--- config.mk ---
export PLATFORM = sky130hd
export DESIGN_NAME = alu_share_arbiter
export DESIGN_NICKNAME = d
export VERILOG_FILES = /design/src/rtl/alu_share_pkg.sv /design/src/rtl/rr_arb2.sv /design/src/rtl/alu_share_arbiter.sv
export SDC_FILE = /design/constraint.sdc
export NUM_CORES = 1
export LEC_CHECK = 0
export ABC_AREA = 0
export CAP_MARGIN = 20
export CORE_MARGIN = 4
export CORE_UTILIZATION = 40
export DETAILED_ROUTE_END_ITERATION = 6
export PLACE_DENSITY = 0.86
export SYNTH_ARGS = -nofsm -noshare
export SYNTH_HDL_FRONTEND = slang
export SYNTH_SLANG_ARGS = --single-unit
--- constraint.sdc ---
create_clock -name clk -period 4.3 [get_ports clk]
set_clock_uncertainty 0.05 [all_clocks]
set_input_delay 0.86 -clock clk [delete_from_list [all_inputs] [get_ports clk]]
set_output_delay 0.86 -clock clk [all_outputs]
set_load 0.05 [all_outputs]
--- src/rtl/alu_share_pkg.sv ---
// Shared constants for the two-requester ALU arbiter: opcode encoding,
// FSM state encoding and default widths.
`timescale 1ns/1ps
package alu_share_pkg;

   localparam int W_DEF  = 4;
   localparam int SW_DEF = 2;

   localparam logic [1:0] OP_ADD = 2'b00;
   localparam logic [1:0] OP_SUB = 2'b01;
   localparam logic [1:0] OP_AND = 2'b10;
   localparam logic [1:0] OP_OR  = 2'b11;

   typedef enum logic [1:0] {
      IDLE = 2'd0,
      EXEC = 2'd1,
      RESP = 2'd2
   } state_t;

endpackage

--- src/rtl/rr_arb2.sv ---
// Two-way round-robin pick: on a tie the requester that did not win last
// time is chosen; a lone request always wins.
`timescale 1ns/1ps
module rr_arb2
   import alu_share_pkg::*;
(
   input  logic [1:0] req,
   input  logic       last_grant,
   output logic       win
);

   always_comb begin
      win = req[1];
      if (req == 2'b11) begin
         win = ~last_grant;
      end
   end

endmodule

--- src/rtl/alu_share_arbiter.sv ---
// Time-shares one combinational ALU between two requesters (IDLE/EXEC/RESP).
// Optional per-requester completion counters are built when ALU_SHARE_STATS_EN is defined.
`timescale 1ns/1ps
module alu_share_arbiter
   import alu_share_pkg::*;
#(
   parameter int W   = W_DEF,
   parameter int SW_ = SW_DEF
) (
   input  logic           clk,
   input  logic           rst_n,
   input  logic [1:0]     req,
   input  logic [W-1:0]   a0,
   input  logic [W-1:0]   b0,
   input  logic [SW_-1:0] s0,
   input  logic [W-1:0]   a1,
   input  logic [W-1:0]   b1,
   input  logic [SW_-1:0] s1,
   output logic [W-1:0]   alu_A,
   output logic [W-1:0]   alu_B,
   output logic [SW_-1:0] alu_S,
   input  logic [W-1:0]   alu_C,
   input  logic           alu_Co,
   output logic [1:0]     ack,
   output logic [W-1:0]   rsp_C,
   output logic           rsp_Co,
   output logic           busy,
   output logic [7:0]     stat0,
   output logic [7:0]     stat1
);

   state_t         state_q, state_d;
   logic           win_q, win_d;
   logic           last_grant_q, last_grant_d;
   logic [W-1:0]   alu_a_q, alu_a_d;
   logic [W-1:0]   alu_b_q, alu_b_d;
   logic [SW_-1:0] alu_s_q, alu_s_d;
   logic [1:0]     ack_q, ack_d;
   logic [W-1:0]   rsp_c_q, rsp_c_d;
   logic           rsp_co_q, rsp_co_d;
   logic           arb_win;

   rr_arb2 u_arb (
      .req        (req),
      .last_grant (last_grant_q),
      .win        (arb_win)
   );

   always_comb begin
      state_d      = state_q;
      win_d        = win_q;
      last_grant_d = last_grant_q;
      alu_a_d      = alu_a_q;
      alu_b_d      = alu_b_q;
      alu_s_d      = alu_s_q;
      ack_d        = 2'b00;
      rsp_c_d      = rsp_c_q;
      rsp_co_d     = rsp_co_q;
      case (state_q)
         IDLE: begin
            // Operand registers only move on a grant, so the ALU sees no toggling while idle.
            if (req != 2'b00) begin
               win_d   = arb_win;
               alu_a_d = arb_win ? a1 : a0;
               alu_b_d = arb_win ? b1 : b0;
               alu_s_d = arb_win ? s1 : s0;
               state_d = EXEC;
            end
         end
         EXEC: begin
            rsp_c_d  = alu_C;
            rsp_co_d = alu_Co;
            ack_d    = win_q ? 2'b10 : 2'b01;
            state_d  = RESP;
         end
         RESP: begin
            last_grant_d = win_q;
            state_d      = IDLE;
         end
         default: begin
            state_d = IDLE;
         end
      endcase
   end

   always_ff @(posedge clk or negedge rst_n) begin
      if (!rst_n) begin
         state_q      <= IDLE;
         win_q        <= 1'b0;
         last_grant_q <= 1'b1;
         alu_a_q      <= '0;
         alu_b_q      <= '0;
         alu_s_q      <= '0;
         ack_q        <= 2'b00;
         rsp_c_q      <= '0;
         rsp_co_q     <= 1'b0;
      end else begin
         state_q      <= state_d;
         win_q        <= win_d;
         last_grant_q <= last_grant_d;
         alu_a_q      <= alu_a_d;
         alu_b_q      <= alu_b_d;
         alu_s_q      <= alu_s_d;
         ack_q        <= ack_d;
         rsp_c_q      <= rsp_c_d;
         rsp_co_q     <= rsp_co_d;
      end
   end

   assign alu_A  = alu_a_q;
   assign alu_B  = alu_b_q;
   assign alu_S  = alu_s_q;
   assign ack    = ack_q;
   assign rsp_C  = rsp_c_q;
   assign rsp_Co = rsp_co_q;
   assign busy   = (state_q != IDLE);

`ifdef ALU_SHARE_STATS_EN
   logic [1:0][7:0] stat_q, stat_d;

   // Counts the ack being issued this cycle; saturates rather than wrapping.
   always_comb begin
      stat_d = stat_q;
      if (state_q == RESP && stat_q[win_q] != 8'hFF) begin
         stat_d[win_q] = stat_q[win_q] + 8'd1;
      end
   end

   always_ff @(posedge clk or negedge rst_n) begin
      if (!rst_n) begin
         stat_q <= '0;
      end else begin
         stat_q <= stat_d;
      end
   end

   assign stat0 = stat_q[0];
   assign stat1 = stat_q[1];
`else
   assign stat0 = 8'h00;
   assign stat1 = 8'h00;
`endif

endmodule

# Yosys cells after proc, flatten, opt, wreduce, memory -nomap -nowiden
# Index checks and enable logic that the tools add are counted.
# W data, S select, Z words.
# totals
reg_bits	21
latch_bits	0
ram_bits	0
mem_bits_ro	0
input_bits	29
wordCells	26
mem_count	0
# classes
n_addsub	0
n_mul	0
div	0
n_lt_le_gt_ge	0
n_eq_ne	4
shift	0
mux	8
bitwise_logic	1
n_reduce_logical	4
# op_table
cell	count
$mux W2	4
$mux W4	2
$eq A2 B2 Y1 const B	2
$pmux W2 S2	1
$reduce_bool A2 Y1	2
$eq A2 B1 Y1 const B	1
$logic_not A2 Y1	1
$ne A2 B2 Y1 const B	1
$reduce_and A2 Y1	1
$mux W1	1
$not A1 Y1	1

# Depth between registers and ports, before layout
# logic_depth
word_depth	3
ltp_mapped	4

# Modules after synthesis
# Synthesis repeated with hierarchy kept, for this count alone.
# unflattened
hier_cells	78
hier_area_um2	1072.3
# modules_own_cells
mod	n_inst	cells_per_inst	area_per_inst_um2	seq_area_each_um2
alu_share_arbiter	1	77	1061.0	526.8
rr_arb2	1	1	11.3	0.0

# Worst setup path before layout
# No wires, ideal clock.
# synth_timing
path_kind	input port to flip-flop
from	in req[1]
to	reg alu_a_q[2] (netlist: alu_A[2])
arrival_time_ps	1754
required_time_ps	4125
path_slack_ps	2371
path_stages	4
path_cell_list	a21bo_2 buf_6 mux2_4 mux2_2
# synth_between
elab_chain_len	3
word_cells_on_any_way	5
cone_classes	1 x eq/ne; 2 x mux; 2 x reduce/logical
# synth_lines
element	line	rtl
start, declared	alu_share_arbiter.sv:12	input logic [1:0] req,
$eq A2 B2 Y1	rr_arb2.sv:14	if (req == 2'b11) begin
$mux W1	rr_arb2.sv:14	
$mux W4	alu_share_arbiter.sv:64	alu_a_d = arb_win ? a1 : a0;
end signal, assigned	alu_share_arbiter.sv:101	alu_a_q <= alu_a_d;
end, declared	alu_share_arbiter.sv:35	logic [W-1:0] alu_a_q, alu_a_d;
# Several ways; a longest one is shown, not always the timed one.
# A chain may end at the register's enable or synchronous reset.

# Worst setup path in the final report
# layout_timing
from	reg state_q[0]
to	out busy
# layout_between
elab_chain_len	1
# layout_lines
element	line	rtl
start, declared	alu_share_arbiter.sv:32	state_t state_q, state_d;
start signal, assigned	alu_share_arbiter.sv:98	state_q <= state_d;
$reduce_bool A2 Y1	alu_share_arbiter.sv:116	assign busy = (state_q != IDLE);
end, declared	alu_share_arbiter.sv:27	output logic busy,
# Every way passes these cells.

==> metrics.txt <==
outcome=finished clean; Initial Util=42.1%; Detailed Routing Iterations Pass 1=2; reg2reg path depth=3; Synth top area share=47.6%; post-cts sizing count=0; Clk Latency, worst-skew pair=290 ps; htree depth=1; Final ANT Viol Nets=0; Port Buffer Count=46; reg2reg end=alu_A[1]; Mapped Area=1050 um2; Sink Count=21; clock root buffer=clkbuf_4; fin crit period=2550 ps; synthesis warning total=0; grt ovf=0; setup violators final=0; clk slew on worst S/H paths=110 ps; Max Transition Viols Final=0; Finished Layout Cells=156; WP data required=3390 ps; Diodes inserted=0; first-pass GRT wire length=3030 um; Synth area leader=dfrtp_1; most common cell after layout, fill and taps aside=clkdlybuf4s50_1; DP Cell Count=152; Yosys reg bits=21; VDD IR max=0.000497 V; CP Cell Sequence=nor2_1 -> inv_1 -> clkdlybuf4s50_1; final core utilization=59.9%; DRT Wirelength=1960 um; vias in the first global route=728; Setup CP Type=reg2out; Post-Route Setup TNS=0 ps; Die Wd=59.3 um; RD Place Congestion=0.723; vias=682; Tcrit/Tclk final=59.3%; core box area=2500 um2; Worst EP arrival=1640 ps; largest net degree at the start of global routing=22; CTS Buf Count=3; min-delay src=state_q[0]; dpl hpwl=1660 um; initial antenna violation count=0; met3 WL post-DR=169 um; multi-input logic area=427 um2; met2 wire length=1040 um; Rel. slew slack=37.9%; RSZ-0062 raised after global routing=false; TritonCTS clock tree=yes; Hold Path Cell Cnt=1; DR vias/cell=4.37; Routed WL per cell=12.6 um; slowest stage cell on the critical path=clkdlybuf4s50_1; Critical Path Source Type=flip-flop; Final Hold Vio Count=0; die area=3520 um2; top sig layer=met4; Post-Synthesis Cells=79; wire length on met1=747 um; DRC viols=0; GRT Total Usage=11.7%; Static Leak=0.682 nW; Fill cells=196; dpl cell area=1470 um2; maximum root-to-sink buffer count=2; quantity of hold-fixing buffers added after cts=0; FF-to-FF Start=last_grant_q; Register Area=527 um2; Final Net Count=156; PwrDens=795 nW/um2; number of setup buffers added after CTS=0; R2R setup slack=2610 ps; HP Class=reg2reg; CP Max Fanout=4; Post-Synth XOR/XNOR Area=0%; critical path's largest stage delay=820 ps; Area Overhead vs Synth=42.2%; Worst-Margin Slew=925 ps; f_max=392 MHz; die height=59.3 um; row count=18; # IOs=63; compound-gate portion of the synthesized area=3.45%; DR iter-0 viols=4; Post-Layout Inst Area=1500 um2; simple-gate share of the synthesized area=1.43%; largest family of logic cells by synthesized area=multiplexers; max-cap violations=0; syn avg cell area=13.3 um2; adder-cell share of the synthesized area=0%; multiplexer share of the synthesized area=30.0%; Critical Path Sink Type=primary output; Synth cell types=15; Synth area leaders=dfrtp_1, mux2_2, mux2_4; sequential cell area fraction in the yosys report=50.1%; WHS Endpoint=last_grant_q; most frequent cells in the layout=clkdlybuf4s50_1, dfrtp_1, mux2_2, conb_1, mux2_4; layout cells sized above 1=23.8%
==> power by group <==
group / switching [mW] / total [mW] / internal (mW)
Clock: 0.0529 / 0.0889 / 0.0360
Combinational: 0.466 / 0.751 / 0.285
Sequential: 0.0514 / 0.351 / 0.299
Total: 0.570 / 1.19 / 0.620
==> flip-flops by register name (all words and copies together), names as in the netlist, 2 cells and up <==
name / cells
state_q: 2
alu_A: 4
alu_B: 4
rsp_C: 4
ack: 2
alu_S: 2
==> worst max-delay path by stage <==
stage | from | end | slack [ps] | cells past startpoint
CTS | state_q[0] | busy | 1730 | 3
global placement | req[0] | alu_S[0] | 1690 | 3
detailed placement | req[1] | alu_A[3] | 1640 | 3
floorplan | req[1] | alu_A[2] | 2370 | 4
finish | state_q[0] | busy | 1750 | 3
global route | state_q[0] | busy | 1670 | 3
==> stage by stage <==
stage	worst slack, ps	power (mW)	hold WS [ps]
floorplan	2370	0.885	376
global placement	1690	1.10	396
detailed placement	1640	1.11	408
CTS	1730	1.21	424
global route	1670	1.25	457
finish	1750	1.19	417
==> synthesized netlist by cell type <==
library cell	count
a21bo_2	1
buf_2	1
buf_4	16
buf_6	1
conb_1	1
dfrtp_1	20
dfstp_2	1
inv_1	5
mux2_2	16
mux2_4	9
nand2_1	1
nor2_1	3
o21ai_0	2
o2bb2ai_1	1
o31ai_1	1
==> critical path, delay by kind of cell, from the launching register on <==
kind,cells,cell delay (ps)
buffers and inverters,2,890
flip-flops,1,390
AND/OR/NAND/NOR,1,60
==> routing by layer <==
metal | up-vias | global-route usage, %
met5 | - | 0
met4 | 0 | 5.83
met3 | 2 | 2.18
met2 | 37 | 21.5
met1 | 318 | 12.6
li1 | 325 | -
==> cells by family (layout without fill, tap and decap cells) <==
family,after synthesis,count (layout)
DFF,21,21
buffers and inverters,23,55
AOI/OAI and AO/OA,5,5
and+or+nand+nor,4,4
muxes,25,25
other,1,16
==> layout make-up <==
| cell class | count | share of cell area [%] |
|---|---|---|
| clock buffer | 4 | 1.76 |
| inverter | 5 | 1.25 |
| multi-input combinational | 50 | 28.5 |
| sequential | 21 | 35.2 |
| tap | 30 | 2.51 |
| timing repair buffer | 46 | 30.8 |
No activity file was read; power rests on OpenSTA's default activity.
